File: config.mk
export PLATFORM = sky130hd
export DESIGN_NAME = wash_phase_timer
export DESIGN_NICKNAME = d
export VERILOG_FILES = /design/src/rtl/wash_phase_timer.sv
export SDC_FILE = /design/constraint.sdc
export NUM_CORES = 1
export LEC_CHECK = 0
export CORE_AREA = 4 4 52 77
export CTS_BUF_LIST = sky130_fd_sc_hd__clkbuf_8
export CTS_CLUSTER_SIZE = 24
export DETAILED_ROUTE_END_ITERATION = 10
export DIE_AREA = 0 0 56 81
export PLACE_DENSITY_LB_ADDON = 0.3
export SLEW_MARGIN = 20
export SYNTH_ARGS = -nofsm -noshare
export SYNTH_HDL_FRONTEND = slang
export SYNTH_SLANG_ARGS = --single-unit
File: constraint.sdc
create_clock -name clk -period 4.4 [get_ports clk]
set_input_delay 0.44 -clock clk [delete_from_list [all_inputs] [get_ports clk]]
set_output_delay 0.44 -clock clk [all_outputs]
set_load 0.01 [all_outputs]
File: src/rtl/wash_phase_timer.sv
// wash_phase_timer: timekeeper for the wash controller phases; returns a one-cycle Tempo pulse when a phase's time elapses.
// Ports: clk, reset (async active-low), molho/lavar/enxague/centrifugar/pausar (controller phase outputs),
//        Tempo (elapsed pulse), restante (ticks left), fase (0 idle,1 molho,2 lavar,3 enxague,4 centrifugar), fase_err (sticky multi-phase flag).
module wash_phase_timer #(
  parameter int PRESCALE      = 1000,
  parameter int PRE_W         = 16,
  parameter int CNT_W         = 8,
  parameter int T_MOLHO       = 20,
  parameter int T_LAVAR       = 30,
  parameter int T_ENXAGUE     = 20,
  parameter int T_CENTRIFUGAR = 15
) (
  input  logic             clk,
  input  logic             reset,
  input  logic             molho,
  input  logic             lavar,
  input  logic             enxague,
  input  logic             centrifugar,
  input  logic             pausar,
  output logic             Tempo,
  output logic [CNT_W-1:0] restante,
  output logic [2:0]       fase,
  output logic             fase_err
);
  // a zero duration still needs one tick so every phase produces its pulse
  localparam logic [CNT_W-1:0] L_M = CNT_W'(T_MOLHO == 0 ? 1 : T_MOLHO);
  localparam logic [CNT_W-1:0] L_L = CNT_W'(T_LAVAR == 0 ? 1 : T_LAVAR);
  localparam logic [CNT_W-1:0] L_E = CNT_W'(T_ENXAGUE == 0 ? 1 : T_ENXAGUE);
  localparam logic [CNT_W-1:0] L_C = CNT_W'(T_CENTRIFUGAR == 0 ? 1 : T_CENTRIFUGAR);
  logic [PRE_W-1:0] r_pre;
  logic             r_done;
  logic [2:0]       w_code;
  logic [2:0]       w_sum;
  logic [CNT_W-1:0] w_dur;
  logic             w_tick;
  // pausar is not a phase, so it never contributes to the overlap check
  assign w_sum  = 3'(molho) + 3'(lavar) + 3'(enxague) + 3'(centrifugar);
  assign w_code = centrifugar ? 3'd4 : enxague ? 3'd3 : lavar ? 3'd2 : molho ? 3'd1 : 3'd0;
  assign w_dur  = w_code == 3'd4 ? L_C : w_code == 3'd3 ? L_E : w_code == 3'd2 ? L_L : L_M;
  assign w_tick = r_pre == PRE_W'(PRESCALE - 1);
  always_ff @(posedge clk or negedge reset) begin
    if (!reset) begin
      Tempo    <= 1'b0;
      restante <= '0;
      fase     <= 3'd0;
      fase_err <= 1'b0;
      r_pre    <= '0;
      r_done   <= 1'b0;
    end else begin
      Tempo <= 1'b0;
      if (w_sum > 3'd1) fase_err <= 1'b1;
      // hold freezes everything; resuming spin is not an entry because fase is still 4
      if (!pausar) begin
        if (w_code == 3'd0) begin
          fase     <= 3'd0;
          restante <= '0;
          r_pre    <= '0;
          r_done   <= 1'b0;
        end else if (w_code != fase) begin
          fase     <= w_code;
          restante <= w_dur;
          r_pre    <= '0;
          r_done   <= 1'b0;
        end else if (!r_done) begin
          r_pre <= w_tick ? '0 : r_pre + 1'b1;
          if (w_tick) begin
            restante <= restante > CNT_W'(1) ? restante - 1'b1 : '0;
            if (restante <= CNT_W'(1)) begin
              Tempo  <= 1'b1;
              r_done <= 1'b1;
            end
          end
        end
      end
    end
  end
endmodule
# After elaboration in Yosys (flattened, before gate mapping)
# Index checks and enable logic that the tools add are counted.
[classes]
order_cmp = 3
n_mux = 27
n_addsub = 5
n_reduce_logical = 6
bitwise = 1
n_eq_ne = 6
[ops]
columns = ["operator", "count"]
rows = [
  ["16-bit 2-to-1 mux", 4],
  ["8-bit 2-to-1 mux", 5],
  ["16-bit by 1-bit adder with 16-bit output (second input constant)", 1],
  ["16-bit by 10-bit == test with 1-bit output (second input constant)", 1],
  ["1-bit 2-to-1 mux", 10],
  ["3-bit 2-to-1 mux", 3],
  ["8-bit by 1-bit greater-than comparator with 1-bit output (second input constant)", 1],
  ["8-bit by 1-bit less-or-equal comparator with 1-bit output (second input constant)", 1],
  ["4-bit 2-to-1 mux", 2],
  ["8-bit by 1-bit subtractor with 8-bit output (second input constant)", 1],
  ["3-bit by 2-bit == test with 1-bit output (second input constant)", 2],
  ["5-bit 2-to-1 mux", 1],
  ["2-bit 2-to-1 mux", 2],
  ["2-bit AND reduction", 2],
  ["2-bit by 1-bit adder with 3-bit output", 1],
  ["3-bit by 1-bit adder with 3-bit output", 1],
  ["3-bit == test (second input constant)", 1],
  ["3-bit by 1-bit greater-than comparator with 1-bit output (second input constant)", 1],
  ["3-bit logical NOT", 1],
  ["3-bit by 1-bit inequality test with 1-bit output (second input constant)", 1],
  ["3-bit inequality test", 1],
  ["3-bit AND reduction", 1],
  ["3-bit nonzero test", 1],
  ["1-bit by 1-bit adder with 2-bit output", 1],
  ["other kinds (2)", 2],
]
[word_totals]
out_inout_bits = 13
word_cells = 54
reg_bits = 30

# Depth between registers and ports, before layout
[logic_depth]
word_depth = 10
ltp_mapped = 8

# Worst setup path before layout
# OpenSTA, ideal clock, no wires.
[synth_path]
path_type = "input -> register"
start = "input port lavar"
end = "register restante[5]"
n_path_buf = 0
arrival_time_ns = 2.137
path_slack_ns = 2.184
required_time_ns = 4.321
setup_ns = 0.079
cell_stages = 7
path_cell_list = "inv_1 ha_1 or3b_2 a22o_1 a21o_1 or4_1 mux2i_1"
[synth_between]
elab_chain_cells = 6
elab_cells_between_ends = 10
[synth_rtl]
columns = ["element", "line", "source"]
rows = [
  ["start: declaration", "16", "input logic lavar,"],
  ["2-bit 2-to-1 mux * (2 in series)", "38", "assign w_code = centrifugar ? 3'd4 : enxague ? 3'd3 : lavar ? 3'd2 : molho ? 3'd1 : 3'd0;"],
  ["3-bit 2-to-1 mux *", "38", ""],
  ["3-bit inequality test / 3-bit logical NOT (equally long branches)", "59, 54", ""],
  ["3-bit by 1-bit inequality test with 1-bit output (no line) (tied with other cells)", "-", ""],
  ["3-bit AND reduction (no line) / 8-bit 2-to-1 mux (equally long branches)", "-", ""],
  ["end signal: assignment", "61", "restante <= w_dur;"],
  ["end signal: assignment", "67", "restante <= restante > CNT_W'(1) ? restante - 1'b1 : '0;"],
  ["end: declaration", "21", "output logic [CNT_W-1:0] restante,"],
]
# Every way passes the cells marked *; elsewhere a longest branch is shown, timed or not.
# A chain may end at the register's enable or synchronous reset.

# Worst setup path after layout
[layout_path]
start = "input port lavar"
end = "register r_pre[0]"
[layout_between]
elab_chain_cells = 6
elab_cells_between_ends = 9
[layout_rtl]
columns = ["element", "line", "source"]
rows = [
  ["2-bit 2-to-1 mux * (2 in series)", "38", ""],
  ["3-bit 2-to-1 mux *", "38", ""],
  ["3-bit inequality test / 3-bit logical NOT (equally long branches)", "59, 54", ""],
  ["3-bit by 1-bit inequality test with 1-bit output (no line) / 16-bit 2-to-1 mux (equally long branches)", "-", ""],
  ["2-bit AND reduction (no line) / 16-bit 2-to-1 mux (equally long branches)", "-", ""],
  ["end signal: assignment", "65", "r_pre <= w_tick ? '0 : r_pre + 1'b1;"],
  ["end: declaration", "30", "logic [PRE_W-1:0] r_pre;"],
]
# Marked as above.

==> qor.tcl <==
set qor(synthToLayoutAreaGrowth_pct) 15.4
set qor(final-max-slew-violation-count) 0
set qor(placement.cell_area_mm2) 0.00227
set qor(critical-path-slowest-cell) {clkdlybuf4s50_1}
set qor(number_of_buffers_inserted_by_post_cts_setup_repair) 0
set qor(dp_hpwl_mm) 3.59
set qor(number_of_nets_in_the_finished_design) 265
set qor(ctsHtreeMaxLevel) 2
set qor(floorplan.die.height_um) 81
set qor(worstPathMaxFanout) 19
set qor(maxCapViolCount) 0
set qor(final.setup_skew_ns) 0.00712
set qor(number_of_global_route_vias_before_repair) 1991
set qor(grt_pass1_wl_mm) 9.03
set qor(cp.required_ns) 4.60
set qor(critPathKind) {input pin to flip-flop}
set qor(cts_sinks) 30
set qor(distinct_cells_synth) 55
set qor(drt-wirelength-per-cell_um) 17.4
set qor(cts_made_buffers) 5
set qor(rsz_0062_raised_after_global_routing) {no}
set qor(initial_core_util) 0.611
set qor(yosys_warnings) 0
set qor(synth.avg_cell_area_um2) 8.68
set qor(fp.dieArea_mm2) 0.00454
set qor(cts_hold_repair.buffers) 0
set qor(worst_ep_arrival_time_ns) 3.24
set qor(cp_cell_sequence) {clkdlybuf4s50_1 -> inv_1 -> ha_1 -> or3b_2 -> a22o_1 -> a21oi_2 -> buf_4 -> nand3_1 -> o21ai_0}
set qor(cp-end-kind) {flip-flop}
set qor(drtPass1Iterations) 4
set qor(run_status) {finished clean}
set qor(clk_pin_slew_ns) 0.07
set qor(coreArea_mm2) 0.00338
set qor(worst_ir_drop_vdd_mv) 0.342
set qor(cellLeakagePower_nw) 0.909
set qor(floorplan.io_pins) 20
set qor(post_synth_instance_area_mm2) 0.00207
set qor(finalHoldViolations) 0
set qor(antenna_violating_nets_left) 0
set qor(finish.instance_area_mm2) 0.00238
set qor(clk-insertion-delay-late_ns) 0.28
set qor(timing.max_slew.rel_slack) 0.299
set qor(synthArstFlopShare) 1.00
set qor(cts_tree) {yes}
set qor(synth_seq_cells) 30
set qor(tightestPinTransition_ns) 1.05
set qor(antenna_found_initial) 0
set qor(setup.worst_path.start_class) {input pin}
set qor(insertedDiodeCount) 0
set qor(row_count) 26
set qor(routed-via-count) 1998
set qor(drtIter0Drc) 65
set qor(route.final.wire_length_mm) 5.14
set qor(drive_above_1_share) 0.0787
set qor(setup_violations) 0
set qor(syn_inst) 238
set qor(synth_edf_count) 0
set qor(gp_congestion) 0.886
set qor(gr-total-overflow) 0
set qor(finalCritPeriodShare) 0.690
set qor(timing.setup.tns_ns) 0
set qor(synth_area_leaders) {dfrtp_1 (36%), mux2i_1 (4.4%), nand3_1 (3.9%), o21ai_0 (3.6%), nand4_1 (3.3%)}
set qor(postSynthNetCount) 250
set qor(number_of_buffers_on_the_longest_clock_path) 2
set qor(drc) 0
set qor(grt_start_max_net_pins) 33
set qor(fmax_mhz) 329
set qor(cts-root-buf) {clkbuf_8}
set qor(vias_per_cell) 6.75
set qor(worst_path_largest_cell_delay_ns) 0.61
set qor(die-width_um) 56
set qor(synth_sequential_area_ratio) 0.363
set qor(track_usage) 0.248
set qor(synthDominantAreaCellType) {dfrtp_1}
set qor(yosys.area.top_type_share) 0.363
set qor(post_cts_resize_count) 0
set qor(quantity_of_i_o_buffers_inserted_on_ports) 19
set qor(hold_path_class) {flip-flop to flip-flop}
set qor(cellPowerDensity_mw_per_mm2) 316
set qor(timing.final.crit_period_ns) 3.04
set qor(synth_flop_cell) {dfrtp_1}
==> layout by cell type (no fill, tap or decap), types with 4 or more instances in the layout <==
cell,netlist,final
dfrtp_1,30,30
clkdlybuf4s50_1,0,19
nor2_1,16,16
nand3_1,16,16
o21ai_0,15,15
inv_1,13,13
nand2_1,13,13
nand4_1,11,11
mux2i_1,9,9
nor3_1,8,8
clkbuf_8,0,8
nor4_1,7,7
a21oi_1,6,6
o211ai_1,5,5
a311oi_1,5,5
or4_1,5,5
or3_1,4,4
ha_1,4,4
buf_4,1,4
==> cells by family after synthesis <==
kind of cell | count (synthesis) | synth area share
multiplexers | 11 | 0.0545
AND/OR/NAND/NOR | 100 | 0.271
flip-flops | 30 | 0.363
buffers and inverters | 28 | 0.0551
XOR/XNOR | 2 | 0.00848
adder cells (fa/ha/maj) | 5 | 0.0339
AO/OA/AOI/OAI | 62 | 0.214
==> state kept, by name, indices dropped and copies added (netlist names) <==
name,flops
fase,3
r_done,1
fase_err,1
r_pre,16
restante,8
Tempo,1
==> cells in the mapped netlist, drive strengths merged, types with 4 or more instances <==
cell,count
nand3,16
inv,13
or3,4
buf,5
nand2,13
nor4,7
o21ai,16
a21oi,7
nand4,11
ha,4
nor3,8
or4,5
a311oi,5
o211ai,5
nor2,17
mux2i,9
dfrtp,30
clkbuf,10
==> area by class of cell <==
| class | count | area (um^2) |
|---|---|---|
| repair buffers | 23 | 220 |
| clock buffers | 8 | 110 |
| multi-input cells | 180 | 1200 |
| fillers | 291 | 1000 |
| well taps | 42 | 52.6 |
| inverters | 13 | 48.8 |
| flip-flops and latches | 30 | 751 |
==> worst max-delay path, delay by kind of cell <==
| kind | cells | cell delay (ns) |
|---|---|---|
| AO/OA/AOI/OAI | 3 | 0.93 |
| AND/OR/NAND/NOR | 2 | 0.60 |
| adder cells (fa/ha/maj) | 1 | 0.23 |
| buffers and inverters | 3 | 1.03 |
==> layer usage <==
metal | track usage | share of wire | vias to the layer above | wire length (um)
met5 | 0 | 0 | - | 0
met4 | 0.147 | 0.032 | 0 | 165
met3 | 0.0286 | 0.035 | 18 | 180
met2 | 0.434 | 0.51 | 68 | 2630
met1 | 0.290 | 0.42 | 970 | 2170
li1 | - | - | 942 | -
==> power breakdown <==
group / internal [mW] / total, mW / switching, mW / leakage (nW)
clock: 0.158 / 0.263 / 0.105 / 0.0575
sequential: 0.293 / 0.322 / 0.0294 / 0.396
combinational: 0.0812 / 0.168 / 0.0864 / 0.456
==> metrics by stage <==
step	hold slack, ns	setup WS, ns	cells	power [mW]	utilization
2_1_floorplan	0.144	2.18	238	0.420	-
3_3_place_gp	0.476	1.16	288	0.489	0.672
3_5_place_dp	0.478	1.10	288	0.491	0.672
4_1_cts	0.495	1.40	296	0.753	0.705
5_1_grt	0.520	1.21	296	0.793	0.705
6_report	0.480	1.36	296	0.753	0.705
==> final timing paths <==
| path | start | slack, ns | end | cells past startpoint |
|---|---|---|---|---|
| max | lavar | 1.36 | r_pre[0]$_DFFE_PN0P_ | 9 |
| min | fase_err$_DFFE_PN0N_ | 0.48 | fase_err$_DFFE_PN0N_ | 1 |
| max reg2reg | r_pre[10]$_DFFE_PN0P_ | 1.64 | r_pre[3]$_DFFE_PN0P_ | 5 |
| min reg2reg | fase_err$_DFFE_PN0N_ | 0.48 | fase_err$_DFFE_PN0N_ | 1 |
| max in group asynchronous | reset | 3.56 | restante[6]$_DFFE_PN0P_ | 2 |
| min in group asynchronous | reset | 0.55 | r_pre[2]$_DFFE_PN0P_ | 2 |
No activity file was read; power rests on OpenSTA's default activity.
